## src/rtl/fact_inverse.sv

```systemverilog
// Sequential inverse factorial: finds the largest N with N! <= facto, one multiply per clock.
// Start/done handshake; also flags whether N! equals the captured operand exactly.
module fact_inverse (
  input  logic        clk,
  input  logic        rst,
  input  logic        start,
  input  logic [63:0] facto,
  output logic        busy,
  output logic        done,
  output logic [5:0]  N,
  output logic        exact
);

  typedef enum logic [1:0] {
    S_IDLE,
    S_RUN,
    S_DONE
  } state_t;

  state_t      state_q;
  logic [63:0] val_q;
  logic [5:0]  k_q;
  logic [63:0] prod_q;
  logic [5:0]  n_q;
  logic        exact_q;
  logic        busy_q;
  logic        done_q;

  logic [69:0] prod_d;
  logic        stop;

  // Full-width product, so a multiply that overflows 64 bits counts as exceeding val.
  always_comb begin
    prod_d = 70'(prod_q) * 70'(k_q + 6'd1);
    stop   = (|prod_d[69:64]) || (prod_d[63:0] > val_q);
  end

  always_ff @(posedge clk or posedge rst) begin
    if (rst) begin
      state_q <= S_IDLE;
      val_q   <= '0;
      k_q     <= '0;
      prod_q  <= '0;
      n_q     <= '0;
      exact_q <= 1'b0;
      busy_q  <= 1'b0;
      done_q  <= 1'b0;
    end else begin
      case (state_q)
        S_IDLE: begin
          busy_q <= 1'b0;
          done_q <= 1'b0;
          if (start) begin
            val_q <= facto;
            if (facto == '0) begin
              n_q     <= '0;
              exact_q <= 1'b0;
              state_q <= S_DONE;
              done_q  <= 1'b1;
            end else begin
              k_q     <= 6'd1;
              prod_q  <= 64'd1;
              state_q <= S_RUN;
              busy_q  <= 1'b1;
            end
          end
        end
        S_RUN: begin
          if (stop) begin
            n_q     <= k_q;
            exact_q <= (prod_q == val_q);
            state_q <= S_DONE;
            busy_q  <= 1'b0;
            done_q  <= 1'b1;
          end else begin
            prod_q <= prod_d[63:0];
            k_q    <= k_q + 6'd1;
          end
        end
        S_DONE: begin
          state_q <= S_IDLE;
          done_q  <= 1'b0;
          busy_q  <= 1'b0;
        end
        default: begin
          state_q <= S_IDLE;
          busy_q  <= 1'b0;
          done_q  <= 1'b0;
        end
      endcase
    end
  end

  assign busy  = busy_q;
  assign done  = done_q;
  assign N     = n_q;
  assign exact = exact_q;

endmodule

```

## config.mk

```make
export PLATFORM = sky130hd
export DESIGN_NAME = fact_inverse
export DESIGN_NICKNAME = d
export VERILOG_FILES = /design/src/rtl/fact_inverse.sv
export SDC_FILE = /design/constraint.sdc
export NUM_CORES = 1
export LEC_CHECK = 0
export BUFFER_PORTS_ARGS = -buffer_cell sky130_fd_sc_hd__buf_2
export CAP_MARGIN = 0
export CORE_MARGIN = 4
export CORE_UTILIZATION = 65
export DETAILED_ROUTE_END_ITERATION = 8
export GPL_TIMING_DRIVEN = 0
export HOLD_SLACK_MARGIN = 0.12
export PLACE_DENSITY = 0.82
export SLEW_MARGIN = 20
export SYNTH_ARGS = -nofsm -noshare
export SYNTH_HDL_FRONTEND = slang
export SYNTH_SLANG_ARGS = --single-unit
```

## constraint.sdc

```tcl
create_clock -name clk -period 11.6 [get_ports clk]
set_input_delay 0 -clock clk [delete_from_list [all_inputs] [get_ports clk]]
set_output_delay 0 -clock clk [all_outputs]
set_load 0.01 [all_outputs]
```

==> results of run 1 <==
-- synth_stat cells, types with 5 or more instances --
| library cell | number |
|---|---|
| dfrtp_1 | 145 |
| buf_1 | 10 |
| nor2_1 | 61 |
| or3_1 | 6 |
| clkbuf_1 | 134 |
| and4_1 | 8 |
| a221oi_1 | 8 |
| nor3_1 | 15 |
| mux2_4 | 57 |
| mux2i_1 | 17 |
| and2_1 | 275 |
| ha_1 | 152 |
| a211oi_1 | 10 |
| nand2b_1 | 12 |
| inv_1 | 474 |
| o21ai_0 | 128 |
| o31ai_1 | 5 |
| mux2_2 | 5 |
| a21o_1 | 38 |
| o21a_1 | 12 |
| o211ai_1 | 8 |
| nand2_1 | 380 |
| xnor2_1 | 70 |
| nand3_1 | 28 |
| nor4_1 | 33 |
| a31oi_1 | 13 |
| o21ai_1 | 6 |
| a21oi_1 | 108 |
| buf_6 | 6 |
| o21bai_1 | 13 |
| xor2_1 | 55 |
| a211o_1 | 6 |
| buf_2 | 10 |
| and3_1 | 9 |
| nand4_1 | 45 |
| fa_1 | 308 |
| nor2b_1 | 27 |
-- path summary, 6_finish.rpt --
path / startpoint / to / depth (start not counted)
max: k_q[0] / prod_q[62] / 34
min: rst / val_q[16] / 3
max reg2reg: k_q[0] / prod_q[62] / 34
min reg2reg: done / done / 1
max in group asynchronous: rst / prod_q[45] / 4
min in group clk: facto[51] / val_q[51] / 4
-- cell families after synthesis --
logic type | count (synthesis)
adder cells (fa/ha/maj) | 460
buffers and inverters | 634
XOR/XNOR | 125
multiplexers | 79
AND/OR/NAND/NOR | 918
AO/OA/AOI/OAI | 396
flip-flops | 145
-- flip-flops by register name, summed over array words and instances, names as in the netlist --
name and cells:
exact 1, busy 1, state_q 2, N 6, prod_q 64, k_q 6
val_q 64, done 1
-- layer usage --
metal	share of wire, %	routed length (um)	track usage [%]
met1	40	31800	56.5
met2	43	34300	60.8
met3	11	9030	11.1
met4	5.5	4360	19.1
met5	0.023	18	0
-- what timing repair did --
action	in CTS	in global routing
cloned	0	0
pin swaps	1	1
endpoints found under the setup margin	81	81
hold buffers	66	0
endpoints found under the hold margin	211	0
resized for setup	10	34
buffers inserted	3	2
-- final cells by class --
| type | count | area (sq um) |
|---|---|---|
| Sequential cell | 145 | 3630 |
| Clock inverter | 14 | 204 |
| Fill cell | 2755 | 9680 |
| Timing Repair Buffer | 147 | 1110 |
| Inverter | 474 | 1790 |
| Clock buffer | 18 | 429 |
| Tap cell | 461 | 577 |
| Antenna cell | 2 | 5.00 |
| Buffer | 159 | 679 |
| Multi-Input combinational cell | 1978 | 17500 |
-- metrics by stage --
stage / instances / TNS (ns) / area (sq um) / util [%]
2_1_floorplan: 2757 / 0 / 23400 / -
3_3_place_gp: 3293 / -64.64 / 24400 / 68.5
5_1_grt: 3397 / 0 / 25900 / 72.8
3_5_place_dp: 3294 / -54.94 / 24400 / 68.7
6_report: 3398 / 0 / 25900 / 72.8
4_1_cts: 3395 / 0 / 25800 / 72.5
-- cells in the final DEF (no fill, tap or decap), types with 8 or more instances in the layout --
| cell type | n |
|---|---|
| inv_1 | 473 |
| nand2_1 | 380 |
| fa_1 | 308 |
| and2_1 | 275 |
| ha_1 | 152 |
| dfrtp_1 | 145 |
| o21ai_0 | 127 |
| clkbuf_1 | 118 |
| a21oi_1 | 107 |
| buf_2 | 85 |
| xnor2_1 | 68 |
| dlygate4sd3_1 | 66 |
| nor2_1 | 60 |
| mux2_4 | 57 |
| xor2_1 | 54 |
| nand4_1 | 45 |
| a21o_1 | 38 |
| nor4_1 | 30 |
| nand3_1 | 28 |
| nor2b_1 | 27 |
| mux2i_1 | 17 |
| clkbuf_16 | 17 |
| nor3_1 | 14 |
| clkbuf_2 | 14 |
| o21bai_1 | 13 |
| o21a_1 | 12 |
| nand2b_1 | 12 |
| a31oi_1 | 12 |
| a211oi_1 | 10 |
| buf_1 | 10 |
| and3_1 | 9 |
| a221oi_1 | 8 |
| o211ai_1 | 8 |
| and4_1 | 8 |
-- power by group through the flow --
stage          clock network, mW  logic, mW  registers, mW
6_report                   0.618       4.22          0.892
5_1_grt                    0.627       4.59          0.905
4_1_cts                    0.608       4.08          0.877
3_5_place_dp                   0       4.03          0.884
3_3_place_gp                   0       3.88          0.873
2_1_floorplan                  0       2.84          0.827
-- worst max-delay path: cells and delay by family, from the launching register on --
kind                       cells  cell delay (ns)
DFF                            1             0.49
buffers and inverters          7             1.92
muxes                          1             0.31
adders and majority gates      7             2.76
and+or+nand+nor               14             4.25
AOI/OAI and AO/OA              5             1.47
==> metrics, run 1 <==
Syn Inst Count 2757; Comb power frac 73.6%; first-pass GRT wire length 122 mm; Max stage delay on crit path 0.97 ns; CTS Root Buffer Type clkbuf_16; Die Footprint 39100 sq um; Final Cycle Share 97.7%; post-synthesis xor/xnor area fraction 4.68%; router iterations before antenna repair 6; Adder-Cell Fraction of Synth Area 34.5%; clock-pin slew on the worst setup and hold paths 0.07 ns; internal power 2.60 mW; number of synthesized register bits 145; Die X 198 um; Final WS setup 0.268 ns; Reg power frac 15.6%; setup slack, reg-to-reg 0.27 ns; CTS buffer count 17; status complete, no violations; Worst slew margin 17.2%; initial drt markers 2033; RSZ-0062 raised after global routing false; Sink Count 145; asr flop ratio synth 100%; synthesized area 23400 sq um; Area contributors post-synth fa_1, dfrtp_1, ha_1, inv_1, and2_1; drt total wl 79.5 mm; Slew @ Worst Pin 1.24 ns; leakage power 13.1 nW; min cycle time layout 11.33 ns; Total Power 5.72 mW; Setup Viol. Count Final 0; GRT overflow 0; Min-Delay Path Class input pin to async pin; Rows 69; largest net degree at the start of global routing 86; post-DR wirelength/cell 23.4 um; Synth top area share 26.3%; Post-synth EDFFs 0; yosys warns 0; final max-slew violation count 0; Vias/cell 6.12; sequential element share of the synthesized area 15.5%; H-tree levels 4; Worst VDD drop 0.000168 V; Synth Area in Simple Gates 19.9%; Via Count 20800; WP data arrival 11.66 ns; hpwl dp 62.9 mm; Max-Cap Viols 0; share of cells above drive strength 1 8.01%; Fmax 88.2 MHz; Setup CP Type register to register; port buffer count 75; cell accounting for the most synthesized area fa_1; CTS tree done; Synth Area in Compound Gates 10.4%; CP required 11.93 ns; Worst Setup Slack post-DPL -0.783 ns; switch share 54.7%; Worst Skew 0.0117 ns; IO Pins 76; post-synthesis mux area share 4.62%; nets 3449; insertion delay to the later sink of the worst-skew pair 0.45 ns; Initial Utilization 65.8%; syn_nets 3284; crit path capture type register; antenna-violating nets left 0; final hold violation count 0; Core ar. 35600 sq um; CP Max Fanout 11; Pwr Density 221 nW/um^2; Syn Area/Cell 8.49 sq um; CP Launch Type register; chip height 198 um; number of global-route vias before repair 21400; area added between synthesis and finish 10.6%; gr usage total 41.0%; largest family of logic cells by synthesized area adder cells; initial antenna violation count 7; slowest CP cell clkbuf_1; clk buf depth 2; routability cong. 1.05; NetSw 3.13 mW; clock power share 10.8%; synth unique cells 69; ys flop type dfrtp_1; hold slack final 0.117 ns; drt drc 0
Power figures use the tool's default switching activity.
==> inputs of run 2 (changes only) <==
--- a/config.mk
+++ b/config.mk
@@ -5,14 +5,16 @@
 export SDC_FILE = /design/constraint.sdc
 export NUM_CORES = 1
 export LEC_CHECK = 0
-export BUFFER_PORTS_ARGS = -buffer_cell sky130_fd_sc_hd__buf_2
 export CAP_MARGIN = 0
 export CORE_MARGIN = 4
 export CORE_UTILIZATION = 65
 export DETAILED_ROUTE_END_ITERATION = 8
+export DONT_BUFFER_PORTS = 1
+export GPL_ROUTABILITY_DRIVEN = 0
 export GPL_TIMING_DRIVEN = 0
 export HOLD_SLACK_MARGIN = 0.12
-export PLACE_DENSITY = 0.82
+export PLACE_DENSITY = 0.8
+export REMOVE_ABC_BUFFERS = 1
 export SLEW_MARGIN = 20
 export SYNTH_ARGS = -nofsm -noshare
 export SYNTH_HDL_FRONTEND = slang
==> metrics, run 2 (synthesis results as in run 1) <==
leakage power 12.7 nW; Worst slew margin 25.4%; Min-Delay Path Class input pin to async pin; critical path's most frequent cell fa_1; CP required 11.93 ns; Comb power frac 70.6%; Setup CP Type register to register; Fmax 89.8 MHz; min cycle time layout 11.13 ns; share of cells above drive strength 1 5.67%; crit path capture type register; initial drt markers 1969; Final WS setup 0.468 ns; final hold violation count 0; area added between synthesis and finish 7.81%; initial antenna violation count 3; WP data arrival 11.46 ns; gr usage total 36.0%; chip height 198 um; first-pass GRT wire length 111 mm; CP Max Fanout 25; worst r2r dst prod_q[54]; placed cells 3088; Worst Skew 0.0110 ns; clock power share 10.9%; Die X 198 um; insertion delay to the later sink of the worst-skew pair 0.45 ns; Total Power 5.58 mW; final max-slew violation count 0; CTS tree done; status complete, no violations; Via Count 19900; Reg power frac 18.5%; Worst VDD drop 0.000420 V; port buffer count 0; IO Pins 76; final std cells w/o fill 3196; most frequent cells in the layout inv_1, nand2_1, fa_1; post-layout util 71.0%; Slew @ Worst Pin 1.11 ns; internal power 2.60 mW; clk buf depth 2; number of global-route vias before repair 21000; Final Cycle Share 96.0%; GRT overflow 0; NetSw 2.98 mW; Core ar. 35600 sq um; CTS Root Buffer Type clkbuf_16; antenna-violating nets left 0; drt total wl 68.8 mm; clock-pin slew on the worst setup and hold paths 0.06 ns; Vias/cell 6.23; Pwr Density 221 nW/um^2; Worst Setup Slack post-DPL -0.677 ns; R2R Path Start k_q[0]; Regs by FF count prod_q: 64 flops, val_q: 64 flops; Initial Utilization 65.8%; hpwl dp 53.8 mm; Max stage delay on crit path 0.66 ns; most common cell after layout, fill and taps aside inv_1; post-DR wirelength/cell 21.5 um; H-tree levels 4; switch share 53.4%; Setup Viol. Count Final 0; CP Launch Type register; slowest CP cell dfrtp_4; Sink Count 145; Final TNS setup 0 ns; largest net degree at the start of global routing 79; drt drc 0; R2R depth 33; Die Footprint 39100 sq um; router iterations before antenna repair 7; nets 3247; setup slack, reg-to-reg 0.47 ns; Max-Cap Viols 0; RSZ-0062 raised after global routing false; Rows 69; Filler Cell Count 2639; CTS buffer count 17
## run 2: cell count changes in the layout (fill, tap and decap cells not counted), moves of 2 or more
cell and delta:
buf_4 +4, buf_2 -85, buf_1 -10, clkbuf_4 -2, inv_6 +2, clkinv_4 -2
buf_12 +3, buf_16 +4, dlygate4sd3_1 +7, buf_6 +7, clkbuf_2 -14, clkbuf_1 -117
## run 2: how the worst max path moves through the flow
stage | startpoint | to | cells past startpoint
after floorplan | k_q[0] | prod_q[10] | 32
after global placement | k_q[0] | prod_q[56] | 32
after detailed placement | k_q[0] | prod_q[60] | 33
after CTS | k_q[0] | prod_q[54] | 35
after global routing | k_q[0] | prod_q[54] | 35
final | k_q[0] | prod_q[54] | 33
## run 2: critical path, delay by kind of cell, from the launching register on
family                   cells  cell delay [ns]
AND/OR/NAND/NOR             15             4.03
adder cells (fa/ha/maj)      7             3.06
AO/OA/AOI/OAI                6             2.36
flip-flops                   1             0.66
buffers and inverters        4             0.52
multiplexers                 1             0.32
## run 2: layout make-up
class / count / area [sq um] / share of cell area, %
sequential: 145 / 3630 / 14.4
clock inverter: 13 / 176 / 0.699
antenna: 3 / 7.51 / 0.0297
inverter: 474 / 1790 / 7.09
multi-input combinational: 1979 / 17500 / 69.2
timing repair buffer: 103 / 1150 / 4.58
clock buffer: 18 / 429 / 1.70
tap: 461 / 577 / 2.29
## run 2: stage by stage
stage	area, sq um	hold slack [ns]
after detailed placement	23800	-0.0596
after global placement	23300	0.123
after floorplan	22800	0.117
final	25200	0.114
after global routing	25200	0.160
after CTS	25200	0.121
## run 2: power groups by stage
stage	sequential [mW]	combinational, mW	clock [mW]
3_5_place_dp	1.02	3.75	0
4_1_cts	1.01	3.84	0.602
2_1_floorplan	0.896	2.69	0
6_report	1.04	3.94	0.606
3_3_place_gp	1.00	3.46	0
5_1_grt	1.05	4.28	0.624
## run 2: layer usage
metal | up-vias | track usage [%] | routed length, um
li1 | 8640 | - | -
met1 | 9947 | 47.4 | 26300
met2 | 1089 | 57.7 | 32000
met3 | 229 | 7.67 | 6900
met4 | 0 | 16.4 | 3620
met5 | - | 0 | 0
## run 2: timing repair
action / CTS / global route
resized for setup: 4 / 6
gates cloned: 1 / 0
hold buffers: 73 / 0
setup buffers: 0 / 0
endpoints found under the setup margin: 72 / 72
hold endpoints to repair: 213 / 0
